--- src/rtl/ifu_ibuf_pkg.sv ---
// Shared IFU/IDU definitions: fetch-to-decode entry widths, base opcodes
// and the instruction-buffer entry layout.
package ifu_ibuf_pkg;

    localparam int PC_W   = 64;
    localparam int INST_W = 32;

    localparam logic [6:0] OPC_LOAD   = 7'b0000011;
    localparam logic [6:0] OPC_OP_IMM = 7'b0010011;
    localparam logic [6:0] OPC_STORE  = 7'b0100011;
    localparam logic [6:0] OPC_OP     = 7'b0110011;
    localparam logic [6:0] OPC_BRANCH = 7'b1100011;
    localparam logic [6:0] OPC_JAL    = 7'b1101111;

    typedef struct packed {
        logic [PC_W-1:0]   pc;
        logic [INST_W-1:0] inst;
    } ibuf_entry_t;

endpackage

--- src/rtl/ifu_ibuf.sv ---
// Fetch-to-decode instruction buffer: circular FIFO of {pc, inst} with
// registered full/almost-full, decode stall hold and global flush.
module ifu_ibuf
    import ifu_ibuf_pkg::*;
#(
    parameter int DEPTH        = 8,
    parameter int AFULL_MARGIN = 2
) (
    input  logic                      clk,
    input  logic                      rst_clk,
    input  logic                      rtu_global_flush,
    input  logic                      y_idu_id_stall_ctrl,
    input  logic                      ifu_ibuf_inst_vld,
    input  logic [PC_W-1:0]           ifu_ibuf_inst_pc,
    input  logic [INST_W-1:0]         ifu_ibuf_inst,
    output logic                      ibuf_ifu_full,
    output logic                      ibuf_ifu_afull,
    output logic                      ifu_idu_id_inst_vld,
    output logic [PC_W-1:0]           ifu_idu_id_inst_pc,
    output logic [INST_W-1:0]         ifu_idu_id_inst,
    output logic [$clog2(DEPTH):0]    ibuf_cnt
);

    localparam int PTR_W = $clog2(DEPTH);
    localparam int CNT_W = PTR_W + 1;

    ibuf_entry_t        mem [DEPTH];
    logic [PTR_W-1:0]   wr_ptr, rd_ptr;
    logic [CNT_W-1:0]   cnt;
    logic               wr_en, rd_en;
    ibuf_entry_t        head;

    // Full/afull come from registered cnt only, so a same-cycle dequeue
    // never opens a slot for the write.
    assign ibuf_ifu_full  = (cnt == CNT_W'(DEPTH));
    assign ibuf_ifu_afull = (int'(DEPTH) - int'(cnt)) <= AFULL_MARGIN;

    assign ifu_idu_id_inst_vld = (cnt != '0);
    assign wr_en = ifu_ibuf_inst_vld & ~ibuf_ifu_full & ~rtu_global_flush;
    assign rd_en = ifu_idu_id_inst_vld & ~y_idu_id_stall_ctrl & ~rtu_global_flush;

    // Storage is unreset; the empty mask below hides stale contents.
    assign head               = mem[rd_ptr];
    assign ifu_idu_id_inst_pc = ifu_idu_id_inst_vld ? head.pc   : '0;
    assign ifu_idu_id_inst    = ifu_idu_id_inst_vld ? head.inst : '0;
    assign ibuf_cnt           = cnt;

    always_ff @(posedge clk) begin
        if (wr_en) begin
            mem[wr_ptr] <= '{pc: ifu_ibuf_inst_pc, inst: ifu_ibuf_inst};
        end
    end

    always_ff @(posedge clk or posedge rst_clk) begin
        if (rst_clk) begin
            wr_ptr <= '0;
            rd_ptr <= '0;
            cnt    <= '0;
        end else if (rtu_global_flush) begin
            wr_ptr <= '0;
            rd_ptr <= '0;
            cnt    <= '0;
        end else begin
            if (wr_en) wr_ptr <= wr_ptr + PTR_W'(1);
            if (rd_en) rd_ptr <= rd_ptr + PTR_W'(1);
            cnt <= cnt + CNT_W'(wr_en) - CNT_W'(rd_en);
        end
    end

endmodule

--- config.mk ---
export PLATFORM = sky130hd
export DESIGN_NAME = ifu_ibuf
export DESIGN_NICKNAME = d
export VERILOG_FILES = /design/src/rtl/ifu_ibuf_pkg.sv /design/src/rtl/ifu_ibuf.sv
export SDC_FILE = /design/constraint.sdc
export NUM_CORES = 1
export LEC_CHECK = 0
export ABC_AREA = 1
export BUFFER_PORTS_ARGS = -buffer_cell sky130_fd_sc_hd__buf_2
export CAP_MARGIN = 10
export CORE_ASPECT_RATIO = 2
export CORE_MARGIN = 10
export CORE_UTILIZATION = 30
export CTS_CLUSTER_DIAMETER = 100
export DETAILED_ROUTE_END_ITERATION = 16
export HOLD_SLACK_MARGIN = 0.1
export SLEW_MARGIN = 20
export SYNTH_ARGS = -nofsm -noshare
export SYNTH_HDL_FRONTEND = slang
export SYNTH_SLANG_ARGS = --single-unit
--- constraint.sdc ---
create_clock -name clk -period 10.7 [get_ports clk]
set_input_delay 1.605 -clock clk [delete_from_list [all_inputs] [get_ports clk]]
set_output_delay 1.605 -clock clk [all_outputs]
set_load 0.01 [all_outputs]
==> results of run 1 <==
-- Yosys cell counts (all sizes together) (2+ instances only) --
cell / instances
nor3: 2
nand3: 484
nand2: 978
a21oi: 5
clkbuf: 19
buf: 139
inv: 790
ha: 12
edfxtp: 768
dfrtp: 10
nor2: 203
o21ai: 7
-- worst min-delay path: stages (launching register included) --
cell	delay, ns
dfrtp_1	0.39
inv_1	0.07
o21ai_0	0.08
-- logic make-up after synthesis --
| kind of cell | Yosys count | share of synthesized area (%) |
|---|---|---|
| and+or+nand+nor | 1668 | 20.1 |
| buffers and inverters | 948 | 11.0 |
| DFF | 778 | 68.2 |
| AOI/OAI and AO/OA | 14 | 0.220 |
| adders and majority gates | 13 | 0.498 |
| xor gates and xnor gates | 1 | 0.0256 |
-- path summary, 6_finish.rpt --
| kind | startpoint | endpoint | slack [ns] |
|---|---|---|---|
| worst min register to register | wr_ptr[0]$_DFFE_PP0P_ | wr_ptr[0]$_DFFE_PP0P_ | 0.59 |
| worst max register to register | ibuf_cnt[1]$_DFF_PP0_ | mem[1][66]$_DFFE_PP_ | 7.06 |
| min in group asynchronous | rst_clk | ibuf_cnt[0]$_DFF_PP0_ | 1.01 |
| worst min-delay path | wr_ptr[0]$_DFFE_PP0P_ | wr_ptr[0]$_DFFE_PP0P_ | 0.59 |
| worst max-delay path | rd_ptr[1]$_DFFE_PP0P_ | ifu_idu_id_inst_pc[31] | 5.26 |
| max in group asynchronous | rst_clk | rd_ptr[0]$_DFFE_PP0P_ | 9.22 |
-- per-stage QoR --
stage               utilization (%)  hold slack, ns  total power [mW]  area [µm²]
floorplan                         -           0.549              5.14       34200
global placement               32.3           0.581              6.01       36700
detailed placement             32.3           0.582              6.04       36700
CTS                            34.5           0.594              8.80       39200
global route                   34.5           0.622              9.18       39200
finish                         34.5           0.588              8.65       39200
-- layer usage --
| layer | track usage [%] | share of wire, % | up-vias |
|---|---|---|---|
| li1 | - | - | 11000 |
| met1 | 14.1 | 40 | 10700 |
| met2 | 23.6 | 52 | 502 |
| met3 | 2.61 | 5.0 | 140 |
| met4 | 4.49 | 2.4 | 20 |
| met5 | 0 | 0.13 | - |
-- registers in the layout, indices dropped and copies added, names as in the netlist --
signal    cells
ibuf_cnt      4
mem         768
rd_ptr        3
wr_ptr        3
-- layout make-up --
type                       instances  area (µm²)
timing repair buffer             233        1290
sequential                       778       23300
tap                             1504        1880
multi-input combinational       1696        7190
inverter                         790        2980
clock inverter                    49         622
fill                           11300       74200
clock buffer                      85        1890
antenna                            2        5.00
-- power breakdown --
group / total [mW] / switching [mW] / internal (mW) / leakage, nW
Combinational: 2.38 / 1.67 / 0.711 / 9.08
Sequential: 3.52 / 0.0668 / 3.46 / 7.06
Clock: 2.74 / 1.14 / 1.60 / 1.23
==> results_dict.tcl, run 1 <==
set metrics [dict create \
    vias_per_cell 4.36 \
    gp_congestion 0.731 \
    cts_tree "yes" \
    cp-end-kind "output pin" \
    final_cells 5137 \
    nNetsFinal 3686 \
    hpwlAfterDp_mm 44.7 \
    rows 175 \
    tightest_slew_ns 0.963 \
    synth_top_area_share_pct 67.5 \
    clockBufferDepth 3 \
    cts_hold_buffers 0 \
    slew_headroom_pct 35.8 \
    drt-initial-drc-count 1122 \
    worstPathCellList "buf_4 > buf_4 > nand3_1 > nand3_1 > nand2_1 > nor2_1 > buf_2" \
    synth_top_area_cell "edfxtp_1" \
    drive_gt1_share_pct 9.94 \
    pre_cts_ws_ns 5.87 \
    hold_violations 0 \
    power_density_nw_per_um2 221 \
    mostFrequentLayoutCells "nand2_1 (977), inv_1 (788), edfxtp_1 (768), nand3_1 (484), buf_2 (203)" \
    cts_setup_buffers 0 \
    syn-num-nets 3536 \
    routed_wl_mm 82.9 \
    cp_slowest_cell "dfrtp_4" \
    cts-root-buf "clkbuf_16" \
    syn_area_per_cell_um2 9.99 \
    crit_family "buffers and inverters" \
    syn2layout_area_growth_pct 14.6 \
    synthFlopType "edfxtp_1" \
    die_h_um 497 \
    max_freq_mhz 184 \
    cp.required_ns 9.10 \
    status "finished, final reports clean" \
    post_cts_resized 0 \
    htree_levels 3 \
    cap_violations 0 \
    coreArea_um2 113000 \
    cts.reportedPaths.clkPinSlew_ns 0.06 \
    worstSkewPairLatency_ns 0.66 \
    fin_setup_tns_ns 0 \
    grt_pass1_wl_mm 126 \
    critPathMaxFanout 57 \
    ys_ff_latch 778 \
    synth_edf_count 768 \
    cts_buffers 73 \
    synth_seq_area_share_pct 68.2 \
    leakagePower_nw 17.4 \
    grt_pass1_vias 22300 \
    layout_commonest_cell "nand2_1" \
    top_level_ports 204 \
    grt_util_all_layers_pct 12.7 \
    path_depth 7 \
    clock_skew_ns 0.0269 \
    drt-pass1-iter-count 5 \
    synthTopCellsByArea "edfxtp_1 (67%), nand2_1 (11%), inv_1 (8.7%)" \
    grt_start_max_net_pins 161 \
    initial_core_util_pct 30.1 \
    yosys_warnings 0 \
    arrival_ns 3.84 \
    hold_depth 2 \
    criticalPathCategory "flop to output pin" \
    grt_antenna_before_repair 16 \
    synth_area_um2 34200 \
    finalSetupViolCount 0 \
    drc 0 \
    synthArstFlopShare_pct 1.29 \
    cts.sinks 778 \
    wl_per_cell_um 16.1 \
    crit_buf_inv 3 \
    die-area_um2 129000 \
    die_w_um 259 \
    ant_nets 0 \
    r2r_cells 8 \
    vias 22400 \
    gr-total-overflow 0 \
    rsz0062_at_grt "no" \
    irDropWorstVdd_uv 214 \
    cp-start-kind "flop" \
    syn_inst 3422 \
    period_needed_ns 5.44 \
    synthDistinctLibCells 21 \
    port_buffers 203 \
    post-route-period-util_pct 50.9 \
    hp-class "flop to flop" \
    crit_path_max_incr_delay_ns 0.79 \
    setup_ws_ns 5.26 \
    dp_cells 5001 \
    finalMaxSlewViolations 0 \
]
Note: power is estimated with default switching activity, not from simulation.
==> run 2, diff against run 1 <==
clock period = 5.5 ns   (was 10.7 ns; I/O delays follow)
==> results_dict.tcl, run 2 (same netlist as run 1, synthesis figures left out) <==
set metrics [dict create \
    fin_total_pwr_mw 16.5 \
    dp_cells 5006 \
    worstSkewPairLatency_ns 0.65 \
    coreArea_um2 113000 \
    cp-start-kind "flop" \
    status "finished, final reports clean" \
    largest_register "mem" \
    clockBufferDepth 3 \
    grt_util_all_layers_pct 12.9 \
    tightest_slew_ns 1.17 \
    drive_gt1_share_pct 9.76 \
    period_needed_ns 4.39 \
    hold_violations 0 \
    syn2layout_area_growth_pct 14.8 \
    criticalPathCategory "flop to output pin" \
    routed_wl_mm 83.0 \
    finalSetupViolCount 0 \
    cp.required_ns 4.68 \
    critPathMaxFanout 147 \
    cp-end-kind "output pin" \
    gp_congestion 0.756 \
    initial_core_util_pct 30.1 \
    post_cts_resized 0 \
    port_buffers 203 \
    irDropWorstVdd_uv 757 \
    wl_per_cell_um 16.1 \
    top_level_ports 204 \
    grt_pass1_wl_mm 128 \
    finalMaxSlewViolations 0 \
    fillers 11400 \
    grt_start_max_net_pins 178 \
    leakagePower_nw 17.3 \
    drt-pass1-iter-count 5 \
    cts_hold_buffers 0 \
    htree_levels 3 \
    gr-total-overflow 0 \
    cts_setup_buffers 0 \
    cts-root-buf "clkbuf_16" \
    largest_register_ff_count 768 \
    ant_nets 0 \
    die_h_um 497 \
    fin_hold_ws_ns 0.176 \
    die-area_um2 129000 \
    hpwlAfterDp_mm 44.8 \
    post-route-period-util_pct 79.8 \
    slew_headroom_pct 21.9 \
    cts_buffers 75 \
    layout_commonest_cell "nand2_1" \
    vias_per_cell 4.35 \
    final_cells 5147 \
    power_density_nw_per_um2 421 \
    grt_antenna_before_repair 14 \
    rows 175 \
    clock_skew_ns 0.0137 \
    rsz0062_at_grt "no" \
    arrival_ns 3.56 \
    cts_tree "yes" \
    nNetsFinal 3693 \
    fin_setup_tns_ns 0 \
    cts.reportedPaths.clkPinSlew_ns 0.06 \
    hp-class "primary input to async pin" \
    cap_violations 0 \
    mostFrequentLayoutCells "nand2_1 (977), inv_1 (788), edfxtp_1 (768), nand3_1 (484), buf_2 (203)" \
    drc 0 \
    cts.sinks 778 \
    grt_pass1_vias 22500 \
    die_w_um 259 \
    max_freq_mhz 228 \
    vias 22400 \
    drt-initial-drc-count 1363 \
]
[run 2: cell types whose count changed in the layout (fill, tap and decap cells not counted), moves of 3 or more]
cell | previous run | this run
bufinv_16 | 13 | 5
clkbuf_1 | 10 | 16
buf_12 | 4 | 20
clkinv_1 | 11 | 17
clkinv_4 | 4 | 1
diode_2 | 2 | 6
buf_4 | 26 | 15
[run 2: layout make-up]
cell class	instances	area (µm²)	share of cell area, %
Clock inverter	44	378	0.963
Sequential cell	778	23300	59.4
Antenna cell	6	15.0	0.0383
Multi-Input combinational cell	1696	7200	18.3
Clock buffer	91	1940	4.93
Inverter	790	2980	7.60
Timing Repair Buffer	238	1530	3.90
Tap cell	1504	1880	4.79
[run 2: critical path, stage by stage, from the launching register on]
cell and delay (ns):
dfrtp_4 0.86, clkinv_8 0.67, buf_4 0.55, nand2_1 0.12, nand3_1 0.07, nand2_1 0.10, nor2_1 0.04, nor2_1 0.17
buf_2 0.16
[run 2: through the flow]
step | cell area (µm²) | utilization, % | setup WS [ns]
global route | 39200 | 34.6 | 0.830
global placement | 36900 | 32.5 | 1.78
floorplan | 34200 | - | -0.321
CTS | 39200 | 34.6 | 1.02
detailed placement | 36900 | 32.5 | 1.77
finish | 39200 | 34.6 | 1.11
[run 2: power by group]
group	switching [mW]	internal, mW	leakage, nW
registers	0.139	6.73	7.06
logic	3.23	1.44	9.15
clock network	2.20	2.76	1.12
[run 2: worst paths after layout]
check,slack [ns],to,depth (start not counted),from
setup / recovery,1.11,ifu_idu_id_inst_pc[37],8,rd_ptr[0]$_DFFE_PP0P_
hold / removal,0.18,ibuf_cnt[0]$_DFF_PP0_,2,rst_clk
setup reg to reg,2.31,mem[7][72]$_DFFE_PP_,8,ibuf_cnt[1]$_DFF_PP0_
hold reg to reg,0.60,wr_ptr[0]$_DFFE_PP0P_,2,wr_ptr[0]$_DFFE_PP0P_
max in group asynchronous,4.97,rd_ptr[2]$_DFFE_PP0P_,2,rst_clk
min in group clk,0.43,mem[1][64]$_DFFE_PP_,1,ifu_ibuf_inst_pc[32]
[run 2: per-layer routing]
metal | GRT usage (%) | part of all wire (%)
met1 | 14.2 | 40
met2 | 23.3 | 51
met3 | 2.86 | 5.4
met4 | 5.40 | 3.0
met5 | 0 | 0.13
